File: config.mk
export PLATFORM = sky130hd
export DESIGN_NAME = vblank_write_queue
export DESIGN_NICKNAME = d
export VERILOG_FILES = /design/src/rtl/vblank_write_queue.sv
export SDC_FILE = /design/constraint.sdc
export NUM_CORES = 1
export LEC_CHECK = 0
export ABC_AREA = 1
export CELL_PAD_IN_SITES_DETAIL_PLACEMENT = 0
export CELL_PAD_IN_SITES_GLOBAL_PLACEMENT = 1
export CORE_UTILIZATION = 39
export CTS_BUF_LIST = sky130_fd_sc_hd__clkbuf_8
export CTS_CLUSTER_DIAMETER = 200
export CTS_CLUSTER_SIZE = 28
export DETAILED_ROUTE_END_ITERATION = 10
export HOLD_SLACK_MARGIN = 0.03
export PLACE_DENSITY = 0.76
export RECOVER_POWER = 50
export REMOVE_ABC_BUFFERS = 1
export SETUP_SLACK_MARGIN = 0.5
export SKIP_CTS_REPAIR_TIMING = 1
export SLEW_MARGIN = 10
export SYNTH_ARGS = -nofsm -noshare
export SYNTH_HDL_FRONTEND = slang
export SYNTH_SLANG_ARGS = --single-unit
File: constraint.sdc
create_clock -name pixel_clk -period 1.6 [get_ports pixel_clk]
set_input_delay 0.24 -clock pixel_clk [delete_from_list [all_inputs] [get_ports pixel_clk]]
set_output_delay 0.24 -clock pixel_clk [all_outputs]
set_load 0.01 [all_outputs]
File: src/rtl/vblank_write_queue.sv
// Host-to-VRAM write queue: buffers host writes in a small FIFO and drains them
// to VRAM only while the vblank write window (drain_en) is open.
module vblank_write_queue #(
  parameter int ADDR_W = 13,
  parameter int DATA_W = 16,
  parameter int DEPTH  = 4
) (
  input  logic                     pixel_clk,
  input  logic                     reset_n,
  input  logic                     drain_en,
  input  logic                     host_cs,
  input  logic [ADDR_W-1:0]        host_addr,
  input  logic [DATA_W-1:0]        host_data,
  output logic                     host_done,
  output logic                     host_write_avail,
  output logic                     vram_cs,
  output logic                     vram_we,
  output logic [ADDR_W-1:0]        vram_addr,
  output logic [DATA_W-1:0]        vram_wdata,
  input  logic                     vram_done,
  output logic [$clog2(DEPTH):0]   level
);

  localparam int PTR_W = $clog2(DEPTH);
  localparam int LVL_W = PTR_W + 1;
  localparam int ENT_W = ADDR_W + DATA_W;
  localparam logic [LVL_W-1:0] FULL_LVL = LVL_W'(DEPTH);
  localparam logic [LVL_W-1:0] ONE_LVL  = LVL_W'(1);
  localparam logic [LVL_W-1:0] ZERO_LVL = LVL_W'(0);

  typedef enum logic [0:0] {
    IDLE  = 1'b0,
    WRITE = 1'b1
  } state_e;

  logic [ENT_W-1:0]  mem_q [DEPTH];
  logic [PTR_W-1:0]  wr_ptr_q, wr_ptr_d;
  logic [PTR_W-1:0]  rd_ptr_q, rd_ptr_d;
  logic [PTR_W-1:0]  rd_next_s;
  logic [LVL_W-1:0]  level_q, level_d;
  logic              acc_q, acc_d;
  logic              done_q, done_d;
  logic              avail_q, avail_d;
  state_e            state_q, state_d;
  logic              vcs_q, vcs_d;
  logic [ADDR_W-1:0] vaddr_q, vaddr_d;
  logic [DATA_W-1:0] vdata_q, vdata_d;
  logic              push_s, pop_s;
  logic [ENT_W-1:0]  head_s, next_s;

  // Host side: accept, ignore-until-released tracking, pointers and fill level.
  // Fullness uses the registered level, so a pop cannot make room in the same cycle.
  always_comb begin
    push_s   = host_cs && !acc_q && (level_q < FULL_LVL);
    pop_s    = (state_q == WRITE) && vram_done;
    done_d   = push_s;
    wr_ptr_d = wr_ptr_q;
    rd_ptr_d = rd_ptr_q;
    level_d  = level_q;
    if (push_s) begin
      acc_d = 1'b1;
    end else if (!host_cs) begin
      acc_d = 1'b0;
    end else begin
      acc_d = acc_q;
    end
    if (push_s) begin
      wr_ptr_d = wr_ptr_q + PTR_W'(1);
    end else begin
      wr_ptr_d = wr_ptr_q;
    end
    if (pop_s) begin
      rd_ptr_d = rd_ptr_q + PTR_W'(1);
    end else begin
      rd_ptr_d = rd_ptr_q;
    end
    case ({push_s, pop_s})
      2'b10:   level_d = level_q + ONE_LVL;
      2'b01:   level_d = level_q - ONE_LVL;
      default: level_d = level_q;
    endcase
    avail_d = (level_d < FULL_LVL);
  end

  // Drain FSM next state and next VRAM command
  always_comb begin
    rd_next_s = rd_ptr_q + PTR_W'(1);
    head_s    = mem_q[rd_ptr_q];
    next_s    = mem_q[rd_next_s];
    state_d   = state_q;
    vcs_d     = vcs_q;
    vaddr_d   = vaddr_q;
    vdata_d   = vdata_q;
    case (state_q)
      IDLE: begin
        if (drain_en && (level_q != ZERO_LVL)) begin
          state_d            = WRITE;
          vcs_d              = 1'b1;
          {vaddr_d, vdata_d} = head_s;
        end else begin
          state_d = IDLE;
          vcs_d   = 1'b0;
        end
      end
      WRITE: begin
        if (vram_done) begin
          // Back-to-back only if another entry is already behind the head.
          if (drain_en && (level_q > ONE_LVL)) begin
            state_d            = WRITE;
            vcs_d              = 1'b1;
            {vaddr_d, vdata_d} = next_s;
          end else begin
            state_d = IDLE;
            vcs_d   = 1'b0;
          end
        end else begin
          state_d = WRITE;
          vcs_d   = 1'b1;
        end
      end
      default: begin
        state_d = IDLE;
        vcs_d   = 1'b0;
      end
    endcase
  end

  // Queue storage
  always_ff @(posedge pixel_clk or negedge reset_n) begin
    if (!reset_n) begin
      for (int i = 0; i < DEPTH; i++) begin
        mem_q[i] <= '0;
      end
    end else if (push_s) begin
      mem_q[wr_ptr_q] <= {host_addr, host_data};
    end
  end

  // Control state, FSM and registered outputs
  always_ff @(posedge pixel_clk or negedge reset_n) begin
    if (!reset_n) begin
      wr_ptr_q <= '0;
      rd_ptr_q <= '0;
      level_q  <= '0;
      acc_q    <= 1'b0;
      done_q   <= 1'b0;
      avail_q  <= 1'b1;
      state_q  <= IDLE;
      vcs_q    <= 1'b0;
      vaddr_q  <= '0;
      vdata_q  <= '0;
    end else begin
      wr_ptr_q <= wr_ptr_d;
      rd_ptr_q <= rd_ptr_d;
      level_q  <= level_d;
      acc_q    <= acc_d;
      done_q   <= done_d;
      avail_q  <= avail_d;
      state_q  <= state_d;
      vcs_q    <= vcs_d;
      vaddr_q  <= vaddr_d;
      vdata_q  <= vdata_d;
    end
  end

  assign host_done        = done_q;
  assign host_write_avail = avail_q;
  assign vram_cs          = vcs_q;
  assign vram_we          = vcs_q;
  assign vram_addr        = vaddr_q;
  assign vram_wdata       = vdata_q;
  assign level            = level_q;

endmodule

After elaboration in Yosys (flattened, before gate mapping)
Cells that the tools add are included.
Widths: inputs -> output; s select.
{ "word_totals": {"ff_bits": 156, "wordCells": 67, "in_bits": 34} }
{ "classes": {"n_lt_le_gt_ge": 7, "n_bitwise": 4, "reduce_logical": 9, "add_sub_neg": 4, "eq_ne": 6, "mux": 24} }
{ "op_table": {"columns": ["operator", "count"], "rows": [
  ["$mux 29", 5],
  ["$bmux 29 s2", 2],
  ["$bwmux 116", 1],
  ["$demux 29 s2", 1],
  ["$mux 16", 3],
  ["$mux 13", 3],
  ["$pmux 16 s2", 1],
  ["$pmux 13 s2", 1],
  ["$ge 3x3->1 const B", 3],
  ["$not 2->3", 3],
  ["$logic_and 1x1->1", 6],
  ["$lt 3x3->1 const B", 2],
  ["$pmux 3 s2", 1],
  ["$mux 1", 5],
  ["$add 2x1->2 const B", 2],
  ["$ne 2x1->1 const B", 2],
  ["$ne 2x2->1 const B", 2],
  ["$add 3x1->3 const B", 1],
  ["$gt 3x1->1 const B", 1],
  ["$lt 3x1->1 const B", 1],
  ["$reduce_and 3->1", 1],
  ["$reduce_bool 3->1", 1],
  ["$sub 3x1->3 const B", 1],
  ["$eq 2x1->1 const B", 1],
  ["other kinds (4)", 4]
]} }

Logic depth before layout (Yosys ltp)
Gate-level depths: netlist (run 1).
{ "depth": {"depth_word": 8, "mapped_depth": 11, "depth_no_buf": 9} }

Least setup slack after synthesis (run 1)
Ideal clock, no wire load.
{ "synth_timing": {"kind": "reg-to-reg", "startpoint": "register vcs_q (netlist: vram_cs)", "endpoint": "register with a tool-made name", "stages_incl_launch_ff": 9, "arrival_ps": 1533, "path_slack_ps": -48, "synth_period_minus_slack_ps": 1648, "path_cell_list": "dfrtp_1 -> clkbuf_1 -> nand2_1 -> inv_1 -> ha_1 -> nor2_1 -> o221ai_1 -> nand2_1 -> inv_1"} }
{ "synth_lines": {"columns": ["item", "line", "rtl"], "rows": [
  ["start, declared", "45", "logic vcs_q, vcs_d;"],
  ["start signal, assigned", "160", "vcs_q <= vcs_d;"]
]} }

Worst setup path in the final report (run 1)
{ "layout_timing": {"startpoint": "register level_q[1] (netlist: level[1])", "endpoint": "register vaddr_q[5] (netlist: vram_addr[5])"} }
{ "layout_via": {"elab_chain_len": 4} }
{ "layout_lines": {"columns": ["item", "line", "rtl"], "rows": [
  ["start, declared", "40", "logic [LVL_W-1:0] level_q, level_d;"],
  ["start signal, assigned", "155", "level_q <= level_d;"],
  ["$gt 3x1->1 / $reduce_bool 3->1 (equally long branches)", "108, 96", null],
  ["$logic_and 1x1->1, on equally long branches", "108, 96", null],
  ["$ne 2x1->1 (no source line) / $ne 2x2->1 (equally long branches)", null, null],
  ["$reduce_and 3->1 (no source line) *", null, null],
  ["end signal, assigned", "161", "vaddr_q <= vaddr_d;"],
  ["end, declared", "46", "logic [ADDR_W-1:0] vaddr_q, vaddr_d;"]
]} }
Every way passes the cells marked *; elsewhere a longest branch is shown, timed or not.
A chain may end at the register's enable or synchronous reset.

==> run summary, run 1 <==
For the worst slack at placement, the log shows -0.1284 ns. The routed wirelength normalized by instance count was 14.99 um; the multi-input gate area in the final layout was 0.004105 mm2. The DRC marker count from the first detailed-route iteration came out at 453.

Pin placement for this block handled 70 I/O pins. In the final layout, flip-flops and latches occupy 0.003908 mm2. Dividing the detail-routed via count by the number of cells gives 4.687.

The largest stage delay on the critical path came out at 0.42 ns. The logs give 4 for the total number of H-tree levels and 54 for the number of placement rows. In this run the tightest slew margin relative to its limit is 35.63%. The max-cap check violation count came out at 0. The tools report the upper clock frequency limit as 671.5 MHz.

Power density relative to cell area: 2059 mW/mm2. The min-delay analysis places its worst path in the category input port to flop. The weighted congestion reported at the end of routability-driven placement came out at 0.7875.

Largest driver fanout on the critical path: 7. The count of final setup violators was 0; the number of buffers inserted during clock tree synthesis was 17. Post-synthesis sequential element count: 156. In the final design database the tool counted 1448 nets. The number of detailed-routing iterations run before antenna repair is 5, and the static leakage is 6.161 nW. The clock edge transition at the registers on the reported setup and hold paths came out at 0.08 ns.

The core box area was 0.02189 mm2; the starting density of the core was 39.94%. Synthesis instantiated 21 different standard cells from the library. Worst-case vdd ir drop: 1212 uV. The horizontal die dimension is 151.7 um.

The post-route netlist has 13.83% of its cells at a drive strength greater than 1. The root buffer cell chosen for the clock tree is clkbuf_8. Setup repair after global routing could not meet its margin everywhere. The tools report the data required time at the worst endpoint as 1.95 ns. The total overflow left after global routing is 0. The run gives 0 as the count of endpoints failing hold in the final timing report. The die covers 0.02302 mm2. The initial antenna violation count is 1.

The worst setup path is captured at a flop. The share of the clock period used by the worst path after layout is 93.08%. For the worst setup path, the data arrival time is 1.84 ns.

The slew of the pin with the lowest slew margin is 0.9656 ns. Across all layers, the routed design uses 7959 vias. The run finished with clean final reports. The clock arrives with 0.01464 ns of skew. The run gives 1310 as the instance count of the mapped netlist.

The run gives 0 as the number of nets still failing antenna checks after routing. The first-pass GRT wire length came out at 37950 um. During synthesis, Yosys emitted a total of 0 warnings. The worst setup path is launched from a flop. The most area-hungry cell type in the Yosys netlist was dfrtp_1.

Across every metal layer, demand over resource in global routing totals 21.55%. The logs give 0.46 ns for the clock insertion delay at the later pin of the skew report and 2243 for the fill cell instance count of the final layout. The clock net in this run drives a total of 156 sinks. The count of buffers inserted at the top-level ports was 69; the placed wire-length estimate was 14930 um.

The overall routed net length is 25450 um. The via count of the first global-routing pass is 7295. Traced cell by cell, the critical path runs through inv_4 > ha_4 > nor2_1 > nor2_1 > nand2_2 > nand3_4 > inv_8 > clkbuf_16 > nand2_1 > nand2_1.

The die outline height works out to 151.7 um. TritonCTS built the clock tree. Entering global routing, the biggest net connects 57 pins. The synthesis-to-finish area growth came out at 25.03%. Sequential elements use 44.66% of the synthesized area. Sorting the synthesized cells by area gives the leading types as dfrtp_1, nand2_1, inv_1. The fraction of post-synthesis cell area in the top cell type by area was 44.36%; the final sum of negative setup slack was 0 ns. The longest clock path from root to sink contains 2 buffers. The synthesized netlist occupies a cell area of 0.008743 mm2.

The slowest stage of the critical path belongs to the cell dfrtp_1. The routed design could run at a clock period as short as 1.489 ns. A synthesized cell averages 6.674 um2. The tools report the final worst-path setup slack as 0.1107 ns. Type of the worst setup path: flop to flop. The total count of max-transition violations in the final report is 0.

In the routed design, unresolved DRC markers number 0.
==> path summary, 6_finish.rpt <==
kind | slack (ns) | cells after the start | to | from
max | 0.11 | 10 | vram_addr[5] | level[1]
min | 0.39 | 3 | acc_q | host_cs
max reg2reg | 0.11 | 10 | vram_addr[5] | level[1]
min reg2reg | 0.48 | 2 | vram_addr[10] | vram_addr[10]
max in group asynchronous | 0.17 | 3 | host_write_avail | reset_n
min in group asynchronous | 0.47 | 2 | vram_wdata[8] | reset_n
==> kinds of logic after synthesis <==
logic type | Yosys count | share of synthesized area [%]
compound gates | 124 | 7.241
buf+inv | 236 | 11.91
fa+ha+maj | 10 | 1.431
xor+xnor | 2 | 0.2004
flops | 156 | 44.66
simple gates | 782 | 34.56
==> cells in the mapped netlist <==
cell	number
o21ai_0	108
xor2_1	2
o211ai_1	2
o221ai_1	1
a22o_1	1
buf_4	4
dfrtp_1	155
nor2_1	7
buf_6	4
buf_2	24
inv_2	3
o21ai_1	12
nor3_4	1
buf_1	3
ha_1	10
nand3_1	59
nand2_1	715
clkbuf_8	8
dfstp_2	1
inv_1	159
clkbuf_1	31
==> layout make-up <==
cell class	count	area share, %
multi-input cells	918	37.55
flip-flops and latches	156	35.74
repair buffers	149	14.30
inverters	162	5.723
well taps	280	3.205
clock buffers	18	2.266
clock inverters	14	1.190
diodes	1	0.02289
==> power by group <==
part / switching (mW) / internal [mW]
Sequential: 1.35 / 5.68
Combinational: 7.44 / 5.09
Clock: 1.54 / 1.40
==> layout by cell type, fill, tap and decap left out, drive strengths merged, types with 7 or more instances in the layout <==
master         count
nand2            715
inv              166
dfrtp            155
o21ai            120
buf               73
nand3             59
clkbuf            59
clkdlybuf4s50     32
ha                10
nor2               7
==> flip-flops by register name (all words and copies together), names as in the netlist, named ones only <==
name	flops
vram_addr	13
host_write_avail	1
acc_q	1
vram_cs	1
vram_wdata	16
rd_ptr_q	2
mem_q	116
level	2
wr_ptr_q	2
host_done	1
==> layer usage <==
| metal | vias to the layer above | GRT usage, % | part of all wire [%] |
|---|---|---|---|
| met1 | 3674 | 29.91 | 48 |
| li1 | 4118 | - | - |
| met2 | 145 | 35.18 | 47 |
| met3 | 22 | 3.443 | 4.0 |
| met4 | 0 | 4.851 | 1.1 |
| met5 | - | 0 | 0 |
==> worst max-delay path: cells and delay by family (launching register included) <==
family	cells	cell delay [ns]
flip-flops	1	0.42
AND/OR/NAND/NOR	6	0.49
adder cells (fa/ha/maj)	1	0.12
buffers and inverters	3	0.35
==> through the flow <==
stage | instances | instance area, um2 | hold slack (ns) | power [mW] | utilization [%]
6_report | 1698 | 10930 | 0.3851 | 22.51 | 49.94
5_1_grt | 1698 | 10930 | 0.3942 | 24.70 | 49.94
4_1_cts | 1666 | 10280 | -0.3439 | 21.11 | 46.95
3_5_place_dp | 1634 | 9901 | 0.1629 | 18.09 | 45.23
3_3_place_gp | 1634 | 9901 | 0.1612 | 17.92 | 45.23
2_1_floorplan | 1236 | 8310 | -0.05559 | 13.81 | -
(Power assumes the default switching activity.)
==> inputs of run 2 (changes only) <==
CAP_MARGIN = 20   (was default)
==> results of run 2 <==
Same layout as run 1: the final DEF is identical, and so are final timing and power.
